--- src/rtl/mem_arb_pkg.sv ---
// Shared types for the IFU/LSU memory-port arbiter: FSM states, owner ids, latched request.
// Imported by mem_arb_pick and mem_arbiter.
package mem_arb_pkg;

   typedef enum logic [1:0] {
      IDLE   = 2'd0,
      WAIT   = 2'd1,
      ACCESS = 2'd2,
      RESP   = 2'd3
   } state_t;

   localparam logic OWNER_IFU = 1'b0;
   localparam logic OWNER_LSU = 1'b1;

   localparam int LAT_W = 4;

   typedef struct packed {
      logic [63:0] addr;
      logic        wen;
      logic [63:0] wdata;
      logic [7:0]  wmask;
      logic        owner;
   } req_t;

endpackage

--- src/rtl/mem_arb_pick.sv ---
// Combinational two-way grant, zero latency; a grant is only ever given to a valid requester.
// Fixed LSU-over-IFU priority, or round-robin against i_last_grant when MEM_ARB_RR_EN is defined.
module mem_arb_pick
   import mem_arb_pkg::*;
(
   input  logic i_ifu_vld,
   input  logic i_lsu_vld,
`ifdef MEM_ARB_RR_EN
   input  logic i_last_grant,
`endif
   output logic o_gnt_ifu,
   output logic o_gnt_lsu
);

   logic w_lsu_wins;

`ifdef MEM_ARB_RR_EN
   assign w_lsu_wins = (i_last_grant == OWNER_IFU);
`else
   assign w_lsu_wins = 1'b1;
`endif

   assign o_gnt_lsu = i_lsu_vld & (~i_ifu_vld | w_lsu_wins);
   assign o_gnt_ifu = i_ifu_vld & (~i_lsu_vld | ~w_lsu_wins);

endmodule

--- src/rtl/mem_arbiter.sv ---
// Shares one memory port between IFU and LSU: accept -> access after LATENCY cycles -> held response.
// One request in flight; requesters stall on ready until the response handshakes. MEM_ARB_RR_EN selects round-robin.
module mem_arbiter
   import mem_arb_pkg::*;
#(
   parameter int LATENCY = 1
)
(
   input  logic        i_clk,
   input  logic        i_rst,
   input  logic        i_ifu_req_valid,
   output logic        o_ifu_req_ready,
   input  logic [63:0] i_ifu_req_addr,
   output logic        o_ifu_rsp_valid,
   input  logic        i_ifu_rsp_ready,
   output logic [63:0] o_ifu_rsp_data,
   input  logic        i_lsu_req_valid,
   output logic        o_lsu_req_ready,
   input  logic [63:0] i_lsu_req_addr,
   input  logic        i_lsu_req_wen,
   input  logic [63:0] i_lsu_req_wdata,
   input  logic [7:0]  i_lsu_req_wmask,
   output logic        o_lsu_rsp_valid,
   input  logic        i_lsu_rsp_ready,
   output logic [63:0] o_lsu_rsp_data,
   output logic [63:0] o_mem_raddr,
   output logic [63:0] o_mem_waddr,
   output logic [63:0] o_mem_wdata,
   output logic [7:0]  o_mem_wmask,
   output logic        o_mem_read_en,
   output logic        o_mem_write_en,
   input  logic [63:0] i_mem_rdata
);

   localparam logic [LAT_W-1:0] LAT_M1 = LAT_W'(LATENCY - 1);

   state_t           r_state;
   req_t             r_req;
   logic [LAT_W-1:0] r_cnt;
   logic [63:0]      r_rsp_data;
   logic             r_ifu_rsp_valid;
   logic             r_lsu_rsp_valid;
`ifdef MEM_ARB_RR_EN
   logic             r_last_grant;
`endif

   logic w_gnt_ifu;
   logic w_gnt_lsu;
   logic w_idle;
   logic w_access;
   logic w_accept;
   logic w_rsp_done;
   req_t w_new_req;

   mem_arb_pick u_pick (
      .i_ifu_vld    (i_ifu_req_valid),
      .i_lsu_vld    (i_lsu_req_valid),
`ifdef MEM_ARB_RR_EN
      .i_last_grant (r_last_grant),
`endif
      .o_gnt_ifu    (w_gnt_ifu),
      .o_gnt_lsu    (w_gnt_lsu)
   );

   assign w_idle   = (r_state == IDLE) & ~i_rst;
   assign w_access = (r_state == ACCESS) & ~i_rst;

   assign o_ifu_req_ready = w_idle & w_gnt_ifu;
   assign o_lsu_req_ready = w_idle & w_gnt_lsu;
   assign w_accept        = o_ifu_req_ready | o_lsu_req_ready;

   // IFU requests carry no write payload, so its latched data/mask are zero.
   always_comb begin
      w_new_req = '0;
      if (w_gnt_lsu) begin
         w_new_req.owner = OWNER_LSU;
         w_new_req.addr  = i_lsu_req_addr;
         w_new_req.wen   = i_lsu_req_wen;
         w_new_req.wdata = i_lsu_req_wdata;
         w_new_req.wmask = i_lsu_req_wmask;
      end else begin
         w_new_req.owner = OWNER_IFU;
         w_new_req.addr  = i_ifu_req_addr;
      end
   end

   assign w_rsp_done = (r_ifu_rsp_valid & i_ifu_rsp_ready) | (r_lsu_rsp_valid & i_lsu_rsp_ready);

   assign o_mem_read_en  = w_access & ~r_req.wen;
   assign o_mem_write_en = w_access &  r_req.wen;
   assign o_mem_raddr    = r_req.addr;
   assign o_mem_waddr    = r_req.addr;
   assign o_mem_wdata    = r_req.wdata;
   assign o_mem_wmask    = r_req.wmask;

   assign o_ifu_rsp_valid = r_ifu_rsp_valid;
   assign o_lsu_rsp_valid = r_lsu_rsp_valid;
   assign o_ifu_rsp_data  = r_rsp_data;
   assign o_lsu_rsp_data  = r_rsp_data;

   always_ff @(posedge i_clk) begin
      if (i_rst) begin
         r_state         <= IDLE;
         r_req           <= '0;
         r_cnt           <= '0;
         r_rsp_data      <= '0;
         r_ifu_rsp_valid <= 1'b0;
         r_lsu_rsp_valid <= 1'b0;
`ifdef MEM_ARB_RR_EN
         r_last_grant    <= OWNER_IFU;
`endif
      end else begin
         case (r_state)
            IDLE: begin
               if (w_accept) begin
                  r_req   <= w_new_req;
                  r_cnt   <= LAT_M1;
                  r_state <= (LATENCY > 1) ? WAIT : ACCESS;
`ifdef MEM_ARB_RR_EN
                  r_last_grant <= w_new_req.owner;
`endif
               end
            end
            WAIT: begin
               // Leaving on 1 means the counter reads 0 in the ACCESS cycle.
               r_cnt <= r_cnt - 1'b1;
               if (r_cnt == LAT_W'(1)) begin
                  r_state <= ACCESS;
               end
            end
            ACCESS: begin
               r_rsp_data      <= r_req.wen ? 64'd0 : i_mem_rdata;
               r_ifu_rsp_valid <= (r_req.owner == OWNER_IFU);
               r_lsu_rsp_valid <= (r_req.owner == OWNER_LSU);
               r_state         <= RESP;
            end
            RESP: begin
               if (w_rsp_done) begin
                  r_ifu_rsp_valid <= 1'b0;
                  r_lsu_rsp_valid <= 1'b0;
                  r_state         <= IDLE;
               end
            end
            default: r_state <= IDLE;
         endcase
      end
   end

endmodule

--- config.mk ---
export PLATFORM = sky130hd
export DESIGN_NAME = mem_arbiter
export DESIGN_NICKNAME = d
export VERILOG_FILES = /design/src/rtl/mem_arb_pkg.sv /design/src/rtl/mem_arb_pick.sv /design/src/rtl/mem_arbiter.sv
export SDC_FILE = /design/constraint.sdc
export NUM_CORES = 1
export LEC_CHECK = 0
export BUFFER_PORTS_ARGS = -buffer_cell sky130_fd_sc_hd__buf_2
export CAP_MARGIN = 20
export CELL_PAD_IN_SITES_DETAIL_PLACEMENT = 0
export CELL_PAD_IN_SITES_GLOBAL_PLACEMENT = 2
export CORE_AREA = 2 2 232 234
export DETAILED_ROUTE_END_ITERATION = 8
export DIE_AREA = 0 0 234 236
export GPL_TIMING_DRIVEN = 1
export MAX_ROUTING_LAYER = met4
export PLACE_DENSITY = 0.66
export SKIP_CTS_REPAIR_TIMING = 1
export SYNTH_ARGS = -nofsm -noshare
export SYNTH_HDL_FRONTEND = slang
export SYNTH_HIERARCHICAL = 1
export SYNTH_SLANG_ARGS = --single-unit
--- constraint.sdc ---
create_clock -name i_clk -period 2 [get_ports i_clk]
set_input_delay 0.2 -clock i_clk [delete_from_list [all_inputs] [get_ports i_clk]]
set_output_delay 0.2 -clock i_clk [all_outputs]
set_load 0.05 [all_outputs]
* After elaboration in Yosys (flattened, before gate mapping)
Cells that the tools add are included.
** Word-level totals
- Input port bits :: 271
- Output and inout port bits :: 334
- Word-level logic and storage cells :: 53
- Bits in registers :: 210
** Cells by class
- Equality and inequality tests :: 7
- Multiplexer cells :: 13
- Add/subtract/negate cells :: 1
- Reduce and logical (&&, ||, !) cells :: 7
- Bitwise gates (word level) :: 15
** Operator list (count)
- two-way mux 64 bit :: 2
- two-way mux 73 bit :: 1
- AND 1 bit :: 9
- one-hot mux 2 bit (4 select lines) :: 1
- one-hot mux 4 bit (2 select lines) :: 1
- two-way mux 2 bit :: 3
- != test 2 bit (second input constant) :: 3
- AND reduction 2 bit :: 3
- == test 2 bit (second input constant) :: 2
- == test 4 x 1 -> 1 bit (second input constant) :: 1
- two-way mux 4 bit :: 1
- inverter 1 bit :: 4
- one-hot mux 1 bit (2 select lines) :: 2
- nonzero test 2 bit :: 2
- subtractor 4 x 1 -> 4 bit (second input constant) :: 1
- AND reduction 3 bit :: 1
- == test 2 x 1 -> 1 bit (second input constant) :: 1
- zero test 2 bit :: 1
- two-way mux 1 bit :: 2
- OR 1 bit :: 2

* Logic depth before layout (Yosys ltp)
- Word-level depth :: 6
- Gate-level depth with buffers :: 6

* Modules after synthesis
The synthesis kept the hierarchy.
** Modules (own cells, without submodules)
- mem_arbiter :: times used 1, area an instance 9497.9 µm², cells an instance 920
- mem_arb_pick :: times used 1, area an instance 21.3 µm², cells an instance 2

* Worst setup path before layout
Ideal clock, no wire load.
- Path kind :: register -> output
- From :: register r_state[1]
- To :: output port o_mem_write_en
- Arrival time :: 2127 ps
- Cell stages (with the launch flop) :: 3
- Slack :: -327 ps
- Buffers on the path :: 1
- Required time :: 1800 ps
- Path through :: dfxtp_1 > clkbuf_1 > nor4bb_1
** Between the ends
- Longest elaborated chain between the ends :: 3
** RTL lines
- from (decl) :: RTL line mem_arbiter.sv:37 : state_t r_state;
- from (signal assigned) :: RTL line mem_arbiter.sv:118 : r_state <= (LATENCY > 1) ? WAIT : ACCESS;
- == test 2 bit :: RTL line mem_arbiter.sv:66 : assign w_access = (r_state == ACCESS) & ~i_rst;
- AND 1 bit :: RTL line mem_arbiter.sv:66
- AND 1 bit :: RTL line mem_arbiter.sv:90 : assign o_mem_write_en = w_access & r_req.wen;
- to (decl) :: RTL line mem_arbiter.sv:31 : output logic o_mem_write_en,
Every way passes these cells.

* Worst setup path after layout
- From :: register r_state[0]
- To :: output port o_lsu_req_ready
** Between the ends
- Longest elaborated chain between the ends :: 3
** RTL lines
- zero test 2 bit :: RTL line mem_arbiter.sv:65 : assign w_idle = (r_state == IDLE) & ~i_rst;
- AND 1 bit :: RTL line mem_arbiter.sv:65
- AND 1 bit :: RTL line mem_arbiter.sv:69 : assign o_lsu_req_ready = w_idle & w_gnt_lsu;
- to (decl) :: RTL line mem_arbiter.sv:18 : output logic o_lsu_req_ready,
Every way passes these cells.

==> flow_summary.toml <==
[layout]
area_growth_pct = 46.1
multi_input_area_sq_um = 3010
register_area_sq_um = 4210
layout.cells.non_filler = 2120
finish.utilization = 0.262
final_common_cell = "buf_2"
num-nets-final = 1676
nFillCells = 5646
layout_common_cells = "buf_2 (599), dfxtp_1 (209), dlygate4sd3_1 (155), a22o_1 (137), a21oi_1 (67)"
fin_area_sq_um = 13900
drive_gt1_frac = 0.485

[clock_network]
tritoncts.num_buffers = 26
root_buffer = "clkbuf_16"
clkSlewWorstSetupHoldPaths_ns = 0.06
cts_tree = "yes"
cts.sinks = 210
htreeDepth = 1
clk_path_buf_depth = 3
clk_latency_ns = 0.55

[sta]
rsz0062_at_grt = "no"
setup_tns_ns = 0
slew_headroom = 0.646
setup_viol = 0
finalHoldViolCount = 4
finalMaxSlewViolations = 0
period_share = 0.952
worst_slew_pin_slew_ns = 0.531
layout_min_cycle_time_ns = 1.90
fin_ws_ns = 0.0966
whs_ns = -0.00852
fin_worst_skew_ns = 0.00655
max_freq_mhz = 525

[synthesis]
synth_seq_cells = 210
syn_inst = 922
syn-cell-area_sq_um = 9520
synth_cell_type_count = 37
synth_area_per_cell_sq_um = 10.3
yosysSeqAreaShare = 0.442
synthesis.nets = 1195
yosysWarnings = 6

[setup_path]
crit_path_max_fanout = 8
cp-end-kind = "primary output"
critical_path_class = "flop to primary output"
regToRegStartpoint = "r_state[0]$_SDFFE_PP0P_"
crit_path_start_kind = "flop"
cp-startpoint = "r_state[0]$_SDFFE_PP0P_"
critPathRequiredTime_ns = 1.80
worst_ep_arrival_time_ns = 1.70

[global_routing]
grt_pass1_vias = 7248
overflow = 0
grt_pass1_wl_mm = 45.1
grt_max_degree = 75
antenna_found_initial = 2
grt_use_total = 0.109

[status]
outcome = "finished, violations left"
failed_checks = "negative hold slack"

[drt]
routed_via_density = 3.91
vias = 8292
routedWlPerCell_microns = 15.6
antenna_left = 0
wirelength_mm = 33.1
first_pass_iters = 4
post-route-drc-count = 0
drt_iter0_drc = 290

[power]
power_leakage_nw = 6.85
p_total_mw = 21.0
vdd_drop_max_mv = 0.604
p_per_area_nw_per_um2 = 1510

[die]
io_pins = 605
core_area_sq_um = 53100
rows = 85
die_h_microns = 236
initial_utilization = 0.179
die_area_sq_um = 55200
die_w_microns = 234

[place]
place_hpwl_mm = 23.8
place_ws_ns = 0.356
placed_area_sq_um = 11400
globalplace.congestion = 0.785
place_inst = 1909
place.port_buffers = 604

[job]
maxCapViolCount = 0

[worst_hold_path]
hold_path_class = "input port to flop"
min_from = "i_ifu_req_addr[63]"
-- per-layer routing --
layer  wire [microns]  GRT usage  vias up
li1                 -          -     4010
met1            14100      0.133     3926
met2            16600      0.182      311
met3             1770     0.0224       45
met4              719     0.0276        0
met5                0          -        -
-- logic make-up after synthesis --
| logic type | Yosys count | synth area share |
|---|---|---|
| buffers and inverters | 337 | 0.247 |
| and+or+nand+nor | 28 | 0.0208 |
| adders and majority gates | 2 | 0.00263 |
| AOI/OAI and AO/OA | 280 | 0.220 |
| xor gates and xnor gates | 1 | 0.000920 |
| DFF | 210 | 0.442 |
| muxes | 64 | 0.0673 |
-- area by class of cell --
| type | count | share of cell area |
|---|---|---|
| diodes | 1 | 0.000180 |
| clock buffers | 33 | 0.0515 |
| clock inverters | 15 | 0.0125 |
| inverters | 4 | 0.00108 |
| multi-input cells | 375 | 0.217 |
| flip-flops and latches | 210 | 0.302 |
| well taps | 696 | 0.0626 |
| repair buffers | 786 | 0.353 |
-- report_power, final --
group	internal [mW]	switching [mW]	total, mW
registers	5.17	0.822	5.99
logic	2.59	7.53	10.1
clock network	2.92	1.92	4.85
total	10.7	10.3	21.0
-- synth_stat cells (all sizes together) --
cell	count	share of area
nor4	1	0.0013
nor2b	2	0.0021
a211oi	64	0.050
o41ai	1	0.00092
or3	1	0.00066
nand2	3	0.0012
nor4b	1	0.0016
clkbuf	18	0.0071
o21ai	4	0.0021
a22o	137	0.13
o21bai	1	0.00079
a31oi	4	0.0026
nor2	3	0.0020
nand3	3	0.0016
nor3	3	0.0021
a21bo	1	0.0011
nor4bb	1	0.0011
and2b	1	0.00079
or2	1	0.00066
nand4b	1	0.00092
a21oi	67	0.035
buf	315	0.24
mux2i	64	0.067
nand3b	2	0.0016
and2	3	0.0020
xnor2	1	0.00092
inv	4	0.0016
dfxtp	210	0.44
a22oi	1	0.00079
nand2b	2	0.0013
ha	2	0.0026
-- worst paths after layout --
| kind | end | slack, ns | cells past startpoint |
|---|---|---|---|
| hold / removal | o_mem_raddr[63]$_SDFFE_PP0P_ | -0.009 | 3 |
| setup / recovery | o_lsu_req_ready | 0.1 | 4 |
| hold reg to reg | o_mem_wdata[10]$_SDFFE_PP0P_ | 0.47 | 1 |
| setup reg to reg | o_mem_wdata[25]$_SDFFE_PP0P_ | 0.37 | 6 |
-- registers in the layout (all words and copies together), names as in the netlist --
register         count
o_lsu_rsp_valid      1
o_mem_wmask          8
o_mem_wdata         64
r_req                2
r_state              2
o_ifu_rsp_data      64
r_cnt                4
o_ifu_rsp_valid      1
o_mem_raddr         64
-- critical path: stages, from the launching register on --
cell,delay [ns]
dfxtp_2,0.38
buf_4,0.18
nor4b_4,0.27
buf_6,0.16
buf_6,0.16
No activity file was read; power rests on OpenSTA's default activity.
